`config.mk`:
```
export PLATFORM = sky130hd
export DESIGN_NAME = spi_flash_responder_flat
export DESIGN_NICKNAME = d
export VERILOG_FILES = /design/src/rtl/spi_flash_responder_pkg.sv /design/src/rtl/spi_flash_responder_if.sv /design/src/rtl/spi_flash_responder_pin_sync.sv /design/src/rtl/spi_flash_responder.sv /design/src/flat_wrapper.sv
export SDC_FILE = /design/constraint.sdc
export NUM_CORES = 1
export LEC_CHECK = 0
export CAP_MARGIN = 20
export CORE_UTILIZATION = 60
export DETAILED_ROUTE_END_ITERATION = 7
export PLACE_DENSITY = 0.84
export SYNTH_ARGS = -nofsm -noshare
export SYNTH_HDL_FRONTEND = slang
export SYNTH_SLANG_ARGS = --single-unit
```
`constraint.sdc`:
```
create_clock -name sys_clk -period 5.2 [get_ports sys_clk]
set_clock_uncertainty 0.2 [all_clocks]
set_input_delay 1.04 -clock sys_clk [delete_from_list [all_inputs] [get_ports sys_clk]]
set_output_delay 1.04 -clock sys_clk [all_outputs]
set_load 0.05 [all_outputs]
```
`src/rtl/spi_flash_responder_pkg.sv`:
```
// Shared constants, state encoding and command decode for the SPI flash responder.
package spi_flash_pkg;

    localparam logic [7:0] CMD_READ = 8'h03;
    localparam logic [7:0] CMD_RDID = 8'h9F;
    localparam logic [7:0] CMD_RDSR = 8'h05;

    localparam int unsigned SPI_SYNC_STAGES = 2;
    localparam int unsigned BIT_CNT_W       = 5;

    typedef enum logic [2:0] {
        ST_IDLE,
        ST_CMD,
        ST_ADDR,
        ST_DATA,
        ST_ID,
        ST_STAT,
        ST_IGNORE
    } state_t;

    // Map a received command byte to the state that services it.
    function automatic state_t decode_cmd(input logic [7:0] cmd);
        state_t st;
        case (cmd)
            CMD_READ: st = ST_ADDR;
            CMD_RDID: st = ST_ID;
            CMD_RDSR: st = ST_STAT;
            default:  st = ST_IGNORE;
        endcase
        return st;
    endfunction

endpackage

```
`src/rtl/spi_flash_responder_if.sv`:
```
// SPI pins plus byte-wide memory read port seen by the flash responder.
interface spi_flash_responder_if #(
    parameter int unsigned ADDR_W = 24
);
    logic              spi_clk;
    logic              spi_cs;
    logic              MOSI;
    logic              MISO;
    logic              mem_rd;
    logic [ADDR_W-1:0] mem_addr;
    logic [7:0]        mem_data;
    logic              busy;

    modport master (
        output spi_clk, spi_cs, MOSI, mem_data,
        input  MISO, mem_rd, mem_addr, busy
    );

    modport slave (
        input  spi_clk, spi_cs, MOSI, mem_data,
        output MISO, mem_rd, mem_addr, busy
    );
endinterface

```
`src/rtl/spi_flash_responder_pin_sync.sv`:
```
// Synchronizer plus history flop for one asynchronous pin, with registered
// one-cycle rise/fall strobes (pin-to-strobe latency of 3 sys_clk cycles).
module spi_pin_sync
    import spi_flash_pkg::*;
(
    input  logic sys_clk,
    input  logic rst,
    input  logic i_pin,
    output logic o_level,
    output logic o_rise,
    output logic o_fall
);
    localparam int unsigned LAST = SPI_SYNC_STAGES - 1;

    logic [SPI_SYNC_STAGES-1:0] r_sync;
    logic                       r_hist;
    logic                       r_rise;
    logic                       r_fall;

    always_ff @(posedge sys_clk) begin
        if (rst) begin
            r_sync <= '0;
            r_hist <= 1'b0;
            r_rise <= 1'b0;
            r_fall <= 1'b0;
        end else begin
            r_sync <= {r_sync[LAST-1:0], i_pin};
            r_hist <= r_sync[LAST];
            r_rise <= r_sync[LAST] & ~r_hist;
            r_fall <= ~r_sync[LAST] & r_hist;
        end
    end

    assign o_level = r_sync[LAST];
    assign o_rise  = r_rise;
    assign o_fall  = r_fall;
endmodule

```
`src/rtl/spi_flash_responder.sv`:
```
// SPI mode-0 flash stand-in: decodes READ/RDID/RDSR, streams memory bytes on MISO.
module spi_flash_responder
    import spi_flash_pkg::*;
#(
    parameter logic [23:0] JEDEC_ID = 24'hEF4017,
    parameter logic [7:0]  STATUS   = 8'h00,
    parameter int unsigned ADDR_W   = 24
) (
    input  logic           sys_clk,
    input  logic           rst,
    spi_flash_responder_if.slave bus
);
    logic w_sclk_rise, w_sclk_fall, w_sclk_level_unused;
    logic w_cs_rise, w_cs_fall, w_cs_level;
    logic w_mosi, w_mosi_rise_unused, w_mosi_fall_unused;

    spi_pin_sync u_sync_clk (.sys_clk(sys_clk), .rst(rst), .i_pin(bus.spi_clk),
        .o_level(w_sclk_level_unused), .o_rise(w_sclk_rise), .o_fall(w_sclk_fall));
    spi_pin_sync u_sync_cs (.sys_clk(sys_clk), .rst(rst), .i_pin(bus.spi_cs),
        .o_level(w_cs_level), .o_rise(w_cs_rise), .o_fall(w_cs_fall));
    spi_pin_sync u_sync_mosi (.sys_clk(sys_clk), .rst(rst), .i_pin(bus.MOSI),
        .o_level(w_mosi), .o_rise(w_mosi_rise_unused), .o_fall(w_mosi_fall_unused));

    state_t                 r_state, w_state_nxt;
    logic [BIT_CNT_W-1:0]   r_bit_cnt, w_bit_cnt_nxt;
    logic [1:0]             r_byte_cnt, w_byte_cnt_nxt;
    logic [7:0]             r_rx_sh, w_rx_sh_nxt;
    logic [7:0]             r_tx_sh, w_tx_sh_nxt;
    logic [7:0]             r_pref, w_pref_nxt;
    logic [ADDR_W-1:0]      r_addr, w_addr_nxt;
    logic [ADDR_W-1:0]      r_mem_addr, w_mem_addr_nxt;
    logic                   r_mem_rd, w_mem_rd_nxt;
    logic                   r_rd_pend, w_rd_pend_nxt;
    logic                   r_miso, w_miso_nxt;
    logic                   r_busy;

    logic [7:0]             w_cmd;
    logic [7:0]             w_tx_byte;
    logic [ADDR_W-1:0]      w_addr_shift;
    logic [ADDR_W-1:0]      w_addr_inc;

    assign w_cmd        = {r_rx_sh[6:0], w_mosi};
    assign w_addr_shift = {r_addr[ADDR_W-2:0], w_mosi};
    assign w_addr_inc   = r_addr + ADDR_W'(1);

    // Byte loaded into the tx shifter at the first fall of each response byte.
    always_comb begin
        w_tx_byte = r_pref;
        case (r_state)
            ST_ID: begin
                case (r_byte_cnt)
                    2'd0:    w_tx_byte = JEDEC_ID[23:16];
                    2'd1:    w_tx_byte = JEDEC_ID[15:8];
                    2'd2:    w_tx_byte = JEDEC_ID[7:0];
                    default: w_tx_byte = 8'hFF;
                endcase
            end
            ST_STAT: w_tx_byte = STATUS;
            default: ;
        endcase
    end

    always_comb begin
        w_state_nxt    = r_state;
        w_bit_cnt_nxt  = r_bit_cnt;
        w_byte_cnt_nxt = r_byte_cnt;
        w_rx_sh_nxt    = r_rx_sh;
        w_tx_sh_nxt    = r_tx_sh;
        w_addr_nxt     = r_addr;
        w_mem_addr_nxt = r_mem_addr;
        w_mem_rd_nxt   = 1'b0;
        w_rd_pend_nxt  = r_mem_rd;
        w_pref_nxt     = r_rd_pend ? bus.mem_data : r_pref;
        w_miso_nxt     = r_miso;

        // CS edges override everything, including a coincident SPI clock rise.
        if (w_cs_rise || w_cs_fall) begin
            w_state_nxt    = w_cs_fall ? ST_CMD : ST_IDLE;
            w_bit_cnt_nxt  = '0;
            w_byte_cnt_nxt = '0;
            w_rx_sh_nxt    = '0;
            w_tx_sh_nxt    = '0;
            w_rd_pend_nxt  = 1'b0;
            w_pref_nxt     = r_pref;
        end else begin
            case (r_state)
                ST_CMD: begin
                    if (w_sclk_rise) begin
                        w_rx_sh_nxt = w_cmd;
                        if (r_bit_cnt == BIT_CNT_W'(7)) begin
                            w_state_nxt   = decode_cmd(w_cmd);
                            w_bit_cnt_nxt = '0;
                        end else begin
                            w_bit_cnt_nxt = r_bit_cnt + BIT_CNT_W'(1);
                        end
                    end
                end
                ST_ADDR: begin
                    if (w_sclk_rise) begin
                        w_addr_nxt = w_addr_shift;
                        if (r_bit_cnt == BIT_CNT_W'(23)) begin
                            w_state_nxt    = ST_DATA;
                            w_bit_cnt_nxt  = '0;
                            w_mem_rd_nxt   = 1'b1;
                            w_mem_addr_nxt = w_addr_shift;
                        end else begin
                            w_bit_cnt_nxt = r_bit_cnt + BIT_CNT_W'(1);
                        end
                    end
                end
                ST_DATA, ST_ID, ST_STAT: begin
                    if (w_sclk_rise) begin
                        if (r_bit_cnt == BIT_CNT_W'(7)) begin
                            w_bit_cnt_nxt = '0;
                            if (r_state == ST_DATA) begin
                                w_addr_nxt     = w_addr_inc;
                                w_mem_addr_nxt = w_addr_inc;
                                w_mem_rd_nxt   = 1'b1;
                            end
                            if (r_state == ST_ID && r_byte_cnt != 2'd3)
                                w_byte_cnt_nxt = r_byte_cnt + 2'd1;
                        end else begin
                            w_bit_cnt_nxt = r_bit_cnt + BIT_CNT_W'(1);
                        end
                    end
                    if (w_sclk_fall) begin
                        if (r_bit_cnt == '0) begin
                            w_miso_nxt  = w_tx_byte[7];
                            w_tx_sh_nxt = {w_tx_byte[6:0], 1'b0};
                        end else begin
                            w_miso_nxt  = r_tx_sh[7];
                            w_tx_sh_nxt = {r_tx_sh[6:0], 1'b0};
                        end
                    end
                end
                default: ;
            endcase
        end

        if (w_state_nxt inside {ST_IDLE, ST_CMD, ST_ADDR, ST_IGNORE} || w_cs_level)
            w_miso_nxt = 1'b1;
    end

    always_ff @(posedge sys_clk) begin
        if (rst) begin
            r_state    <= ST_IDLE;
            r_bit_cnt  <= '0;
            r_byte_cnt <= '0;
            r_rx_sh    <= '0;
            r_tx_sh    <= '0;
            r_pref     <= '0;
            r_addr     <= '0;
            r_mem_addr <= '0;
            r_mem_rd   <= 1'b0;
            r_rd_pend  <= 1'b0;
            r_miso     <= 1'b1;
            r_busy     <= 1'b0;
        end else begin
            r_state    <= w_state_nxt;
            r_bit_cnt  <= w_bit_cnt_nxt;
            r_byte_cnt <= w_byte_cnt_nxt;
            r_rx_sh    <= w_rx_sh_nxt;
            r_tx_sh    <= w_tx_sh_nxt;
            r_pref     <= w_pref_nxt;
            r_addr     <= w_addr_nxt;
            r_mem_addr <= w_mem_addr_nxt;
            r_mem_rd   <= w_mem_rd_nxt;
            r_rd_pend  <= w_rd_pend_nxt;
            r_miso     <= w_miso_nxt;
            r_busy     <= (w_state_nxt != ST_IDLE);
        end
    end

    assign bus.MISO     = r_miso;
    assign bus.mem_rd   = r_mem_rd;
    assign bus.mem_addr = r_mem_addr;
    assign bus.busy     = r_busy;
endmodule

```
`src/flat_wrapper.sv`:
```
// flat-port wrapper written by rule: the top's interface ports become plain ports
module spi_flash_responder_flat import spi_flash_pkg::*;
#(
    parameter logic [23:0] JEDEC_ID = 24'hEF4017,
    parameter logic [7:0]  STATUS   = 8'h00,
    parameter int unsigned ADDR_W   = 24
)
  (sys_clk, rst, bus_spi_clk, bus_spi_cs, bus_MOSI, bus_mem_data, bus_MISO, bus_mem_rd, bus_mem_addr, bus_busy);
  spi_flash_responder_if #(.ADDR_W(ADDR_W)) bus_i ();
  input  logic sys_clk;
  input  logic rst;
  input wire logic [$bits(bus_i.spi_clk)-1:0] bus_spi_clk;
  input wire logic [$bits(bus_i.spi_cs)-1:0] bus_spi_cs;
  input wire logic [$bits(bus_i.MOSI)-1:0] bus_MOSI;
  input wire logic [$bits(bus_i.mem_data)-1:0] bus_mem_data;
  output wire logic [$bits(bus_i.MISO)-1:0] bus_MISO;
  output wire logic [$bits(bus_i.mem_rd)-1:0] bus_mem_rd;
  output wire logic [$bits(bus_i.mem_addr)-1:0] bus_mem_addr;
  output wire logic [$bits(bus_i.busy)-1:0] bus_busy;
  assign bus_i.spi_clk = bus_spi_clk;
  assign bus_i.spi_cs = bus_spi_cs;
  assign bus_i.MOSI = bus_MOSI;
  assign bus_i.mem_data = bus_mem_data;
  assign bus_MISO = bus_i.MISO;
  assign bus_mem_rd = bus_i.mem_rd;
  assign bus_mem_addr = bus_i.mem_addr;
  assign bus_busy = bus_i.busy;
  spi_flash_responder #(.JEDEC_ID(JEDEC_ID), .STATUS(STATUS), .ADDR_W(ADDR_W)) u_core (.sys_clk(sys_clk), .rst(rst), .bus(bus_i));
endmodule
```
==> flow_summary_export.csv, run 1 <==
group,metric,value,unit
worst_setup_path,critPathBufInv,1,
hold_path,hold_end,"u_core.u_sync_cs.o_rise",
sta,slew_headroom,35.8,%
worst_setup_path,cpPeakStageDelay,0.82,ns
synth,syn_inst,570,
hold_path,hold_start,"u_core.u_sync_cs.r_hist",
place,gp_congestion,0.896,
sta,period_needed,2.79,ns
clock_network,cts_resized,0,
synth,yosys_most_used_dff,"dfxtp_1",
global_route,grt_start_max_net_pins,46,
synth,synth.distinct_cells,67,
floorplan,pin_count,40,
detailed_routing,drt_pass1_iterations,5,
detailed_routing,routed-via-count,4331,
worst_setup_path,regToRegSetupSlack,2.55,ns
synth,synth-edff-count,0,
clock_network,path_clk_slew,0.08,ns
hold_path,min_path_cells,1,
cells_and_area,final_area,0.00533,sq mm
detailed_routing,wl_per_cell,16.4,um
clock_network,clk_latency,0.36,ns
sta,rsz0062_at_grt,"no",
clock_network,clock-sinks,96,
synth,yosysTopAreaCell,"dfxtp_1",
worst_setup_path,path_max_fanout,2,
worst_setup_path,crit_type,"reg2out",
hold_path,holdCritPathClass,"reg2reg",
sta,hold_ws,0.213,ns
place,post_dp_cell_area,0.00511,sq mm
sta,fin_crit_sh,53.7,%
synth,seq_area_frac_synth,40.7,%
worst_setup_path,reg2reg_depth,6,
sta,finalSetupTns,0,ns
worst_setup_path,crit_chain,"clkdlybuf4s50_1",
place,hpwl,7410,um
power_and_ir_drop,ir_worst_vdd,0.000162,V
clock_network,cts_tree,"done",
sta,setup_viol,0,
synth,synth_area,0.00473,sq mm
sta,tightest_slew,0.956,ns
worst_setup_path,reg2reg_to,"u_core.bus.mem_addr[19]",
cells_and_area,drive_above_1_share,5.80,%
global_route,grt_pass1_wl,18800,um
power_and_ir_drop,powerDensity,243,mW/mm^2
synth,syn_nets,590,
detailed_routing,routed_wl,11200,um
cells_and_area,layout.nets,601,
floorplan,initial_utilization,63.5,%
synth,yosys_warnings,0,
clock_network,postCtsSetupBuffers,0,
floorplan,fp.dieArea,0.00824,sq mm
worst_setup_path,critPathTopFamily,"buffers and inverters",
worst_setup_path,reg2reg_from,"u_core.r_state[1]",
cells_and_area,antenna_cells,0,
worst_setup_path,endpoint_kind,"output port",
worst_setup_path,critPathLaunchType,"register",
clock_network,h-tree-depth,3,
synth,synthTopCellsByArea,"dfxtp_1 41%, nor2_1 5.6%, nand2_1 4.8%",
global_route,grt_antenna_before_repair,0,
run,cap_violations,0,
floorplan,num_rows,31,
global_route,gr-usage-all-layers,28.0,%
power_and_ir_drop,p_leak,0.00172,uW
worst_setup_path,slowest_stage,"clkdlybuf4s50_1",
clock_network,root_buffer,"clkbuf_8",
sta,drv_slew,0,
status,status,"completed",
global_route,grt_pass1_vias,3889,
detailed_routing,avgViaCountPerCell,6.32,
detailed_routing,drc,0,
synth,async_reset_ff_share,0,%
synth,postSynthAreaPerCell,8.29,sq um
cells_and_area,fillers,595,
detailed_routing,drt_iter0_drc,320,
sta,finalHoldViolCount,0,
global_route,gr-total-overflow,0,
floorplan,die_h,90.8,um
floorplan,core,0.00745,sq mm
detailed_routing,ant_nets,0,
clock_network,cts_buffers,9,
clock_network,clockBufferDepth,2,
floorplan,die-width,90.8,um
sta,fmax,0.358,GHz
synth,synthTopCellsByCount,"96 x dfxtp_1, 70 x nor2_1, 60 x nand2_1",
place,port_buffers,39,
synth,synth_top_cell_area_share,40.7,%
worst_setup_path,worstPathRequired,3.96,ns
clock_network,holdBufCountCts,0,
synth,yosysMostFrequentCell,"dfxtp_1",
synth,ys_ff_latch,96,
cells_and_area,area_delta_synth_final,12.7,%
worst_setup_path,cp.arrival,1.55,ns
-- registers in the layout (all words and copies together) (netlist names), 2 cells and up --
| register | cells |
|---|---|
| u_core.bus.mem_addr | 24 |
| u_core.u_sync_mosi.r_sync | 2 |
| u_core.u_sync_cs.r_sync | 2 |
| u_core.r_state | 3 |
| u_core.r_addr | 24 |
| u_core.r_tx_sh | 7 |
| u_core.r_pref | 8 |
| u_core.r_rx_sh | 7 |
| u_core.r_bit_cnt | 5 |
| u_core.u_sync_clk.r_sync | 2 |
| u_core.r_byte_cnt | 2 |
-- stage by stage --
step | total power [uW] | setup slack [ns] | instances | utilization (%)
detailed placement | 790 | 2.26 | 669 | 68.6
floorplan | 776 | 2.98 | 570 | -
finish | 1300 | 2.41 | 685 | 71.5
global route | 1340 | 2.33 | 685 | 71.5
global placement | 789 | 2.30 | 668 | 68.5
CTS | 1300 | 2.40 | 685 | 71.5
-- power by group --
group          internal [uW]  switching (uW)
sequential               738            2.73
clock                    275             249
combinational           14.0            18.1
total                   1030             270
-- area by class of cell --
type                    count  area (sq um)  share of cell area, %
clock buffers              14           183                   3.43
clock inverters             2          35.0                  0.658
inverters                  11          41.3                  0.775
multi-input cells         417          2580                   48.5
flip-flops and latches     96          1920                   36.1
well taps                  99           124                   2.33
repair buffers             46           438                   8.22
-- placed cells by master, fill, tap and decap left out, types with 5 or more instances in the layout --
cell type,n
dfxtp_1,96
nor2_1,70
nand2_1,60
clkdlybuf4s50_1,38
a21oi_1,36
a211oi_1,19
mux2i_1,14
nor4_1,14
clkbuf_8,13
nor2b_1,12
nand3_1,12
inv_1,11
nand4_1,10
nand2b_1,9
a31oi_1,9
nand3b_1,8
a311oi_1,8
o21ai_0,8
and3_1,7
nor3_1,7
ha_1,7
buf_4,7
xnor2_1,6
xor2_1,6
a21o_1,6
and2_1,5
-- logic make-up after synthesis --
family / after synthesis / share of synthesized area, %
DFF: 96 / 40.7
muxes: 18 / 3.92
buffers and inverters: 57 / 4.90
adders and majority gates: 7 / 1.85
AOI/OAI and AO/OA: 137 / 20.3
xor gates and xnor gates: 12 / 2.22
and+or+nand+nor: 243 / 26.2
-- metal layers --
layer	track usage (%)	share of wire, %
met1	38.7	47
met2	43.8	45
met3	5.22	6.3
met4	9.68	1.7
met5	0	0
-- how the worst max path moves through the flow --
stage                                 start                   to  slack (ns)  cells past startpoint
finish              u_core.bus.mem_addr[16]     bus_mem_addr[16]        2.41                      1
global route        u_core.bus.mem_addr[16]     bus_mem_addr[16]        2.33                      1
CTS                 u_core.bus.mem_addr[16]     bus_mem_addr[16]        2.40                      1
detailed placement                      rst  u_core.r_bit_cnt[0]        2.26                      4
global placement                        rst  u_core.r_bit_cnt[4]        2.30                      4
floorplan                               rst      u_core.bus.busy        2.98                      4
(Power assumes the default switching activity.)
==> run 2: changes to the inputs <==
CORE_UTILIZATION = 58   (was 60)
PLACE_DENSITY = 0.82   (was 0.84)
clock period = 2.6 ns   (was 5.2 ns; I/O delays follow)
==> run 2 against run 1 <==
Against the previous run: worst setup slack got worse by 2.2 ns; count of clock-buffer cells in the layout fell by 5; critical path depth rose by 5; first-iteration DRC count rose by 15%; cell area rose by 3.3%; non-clock buffer count rose by 16; clock power rose by 120%; combinational power rose by 110%; sequential share of layout area fell by 1.1 points.
==> flow_summary_export.csv, run 2 (synthesis results as in run 1) <==
group,metric,value,unit
cells_and_area,antenna_cells,0,
power_and_ir_drop,powerDensity,491,mW/mm^2
detailed_routing,routed-via-count,4414,
global_route,grt_pass1_wl,19500,um
detailed_routing,wl_per_cell,16.5,um
sta,finalSetupTns,0,ns
floorplan,die_h,92.3,um
power_and_ir_drop,ir_worst_vdd,0.000331,V
worst_setup_path,reg2reg_from,"u_core.r_bit_cnt[0]",
detailed_routing,drt_iter0_drc,367,
detailed_routing,ant_nets,0,
clock_network,clockBufferDepth,2,
clock_network,path_clk_slew,0.09,ns
clock_network,h-tree-depth,3,
worst_setup_path,endpoint_kind,"register",
sta,drv_slew,0,
global_route,grt_pass1_vias,4085,
clock_network,clk_latency,0.36,ns
detailed_routing,routed_wl,11600,um
worst_setup_path,slowest_stage,"or4_1",
sta,slew_headroom,39.1,%
clock_network,root_buffer,"clkbuf_8",
worst_setup_path,path_max_fanout,10,
cells_and_area,final_cells,703,
sta,fmax,0.418,GHz
worst_setup_path,cp.arrival,2.46,ns
worst_setup_path,crit_type,"reg2reg",
floorplan,pin_count,40,
sta,finalHoldViolCount,0,
sta,period_needed,2.39,ns
floorplan,num_rows,32,
sta,setup_ws,0.210,ns
cells_and_area,layout.nets,617,
detailed_routing,drc,0,
detailed_routing,drt_pass1_iterations,6,
sta,rsz0062_at_grt,"no",
worst_setup_path,critPathLaunchType,"register",
sta,setup_viol,0,
worst_setup_path,reg2reg_depth,6,
floorplan,initial_utilization,60.5,%
status,status,"completed",
clock_network,cts_tree,"done",
cells_and_area,area_delta_synth_final,16.4,%
global_route,grt_antenna_before_repair,0,
hold_path,holdCritPathClass,"reg2reg",
floorplan,fp.dieArea,0.00851,sq mm
detailed_routing,avgViaCountPerCell,6.28,
place,dp_cells,688,
power_and_ir_drop,p_leak,0.00181,uW
global_route,grt_start_max_net_pins,46,
worst_setup_path,cpPeakStageDelay,0.74,ns
place,pre_cts_slack,0.177,ns
clock_network,cts_buffers,9,
place,hpwl,7900,um
floorplan,core,0.00781,sq mm
global_route,gr-usage-all-layers,28.6,%
worst_setup_path,crit_chain,"ha_1, nand3b_1, or4_1, nor4b_1, mux2i_1, o31ai_1",
cells_and_area,final_cell_mix,"95 x dfxtp_1, 70 x nor2_1, 60 x nand2_1",
worst_setup_path,regToRegSetupSlack,0.21,ns
worst_setup_path,reg2reg_to,"u_core.bus.mem_addr[23]",
clock_network,clock-sinks,96,
worst_setup_path,crit_start,"u_core.r_bit_cnt[0]",
run,cap_violations,0,
place,port_buffers,39,
floorplan,die-width,92.3,um
sta,fin_crit_sh,91.9,%
cells_and_area,layout_commonest_cell,"dfxtp_1",
worst_setup_path,worstPathRequired,2.67,ns
cells_and_area,drive_above_1_share,8.82,%
global_route,gr-total-overflow,0,
place,gp_congestion,0.914,
sta,tightest_slew,0.908,ns
worst_setup_path,endpoint,"u_core.bus.mem_addr[23]",
[run 2: cell count changes in the layout (fill, tap and decap cells not counted), moves of 2 or more]
cell | previous run | this run
bufinv_16 | 1 | 3
clkbuf_8 | 13 | 9
buf_4 | 7 | 21
buf_12 | 0 | 2
[run 2: critical path, delay by kind of cell (launching register included)]
family | cells | cell delay, ns
AO/OA/AOI/OAI | 1 | 0.08
flip-flops | 1 | 0.39
AND/OR/NAND/NOR | 3 | 1.27
multiplexers | 1 | 0.12
adder cells (fa/ha/maj) | 1 | 0.24
[run 2: report_power, final]
group | internal (uW) | switching (uW)
combinational | 30.2 | 38.2
sequential | 1480 | 5.65
clock | 632 | 517
total | 2140 | 561
[run 2: worst min path at each step]
stage,endpoint,startpoint,cells past startpoint
finish,u_core.u_sync_clk.o_fall,u_core.u_sync_clk.r_sync[1],1
CTS,u_core.u_sync_clk.o_fall,u_core.u_sync_clk.r_sync[1],1
global route,u_core.u_sync_clk.o_fall,u_core.u_sync_clk.r_sync[1],1
global placement,u_core.u_sync_cs.o_rise,u_core.u_sync_cs.r_hist,1
floorplan,u_core.u_sync_clk.o_rise,u_core.u_sync_clk.r_hist,1
detailed placement,u_core.u_sync_clk.o_fall,u_core.u_sync_clk.r_sync[1],1
[run 2: layer usage]
| metal | vias up | routed length, um | GRT usage [%] |
|---|---|---|---|
| met5 | - | 0 | 0 |
| met1 | 2099 | 5440 | 39.1 |
| li1 | 2130 | - | - |
| met4 | 0 | 183 | 10.2 |
| met2 | 164 | 5250 | 45.5 |
| met3 | 21 | 709 | 4.64 |
[run 2: final cells by class]
type	instances	area [sq um]
clock inverter	6	109
tap	102	128
inverter	11	41.3
clock buffer	9	124
sequential	96	1920
multi-input combinational	417	2590
timing repair buffer	62	583
fill	633	2310
[run 2: stage by stage]
step           utilization (%)  instance area, sq um  hold slack, ns  total power (uW)
3_5_place_dp              67.4                  5260           0.197              1580
5_1_grt                   70.5                  5500           0.237              2780
3_3_place_gp              67.4                  5260           0.186              1580
2_1_floorplan                -                  4730           0.183              1550
6_report                  70.5                  5500           0.212              2700
4_1_cts                   70.4                  5500           0.211              2710
[run 2: what timing repair did]
action | CTS | global route
hold endpoints to repair | 0 | 0
setup buffers | 0 | 0
hold buffers | 0 | 0
endpoints found under the setup margin | 0 | 2
gates resized for setup | 0 | 3
==> run 3: changes to the inputs <==
CAP_MARGIN = default   (was 20)
==> results of run 3 <==
The final DEF is identical to that of run 2; final timing and power are the same.
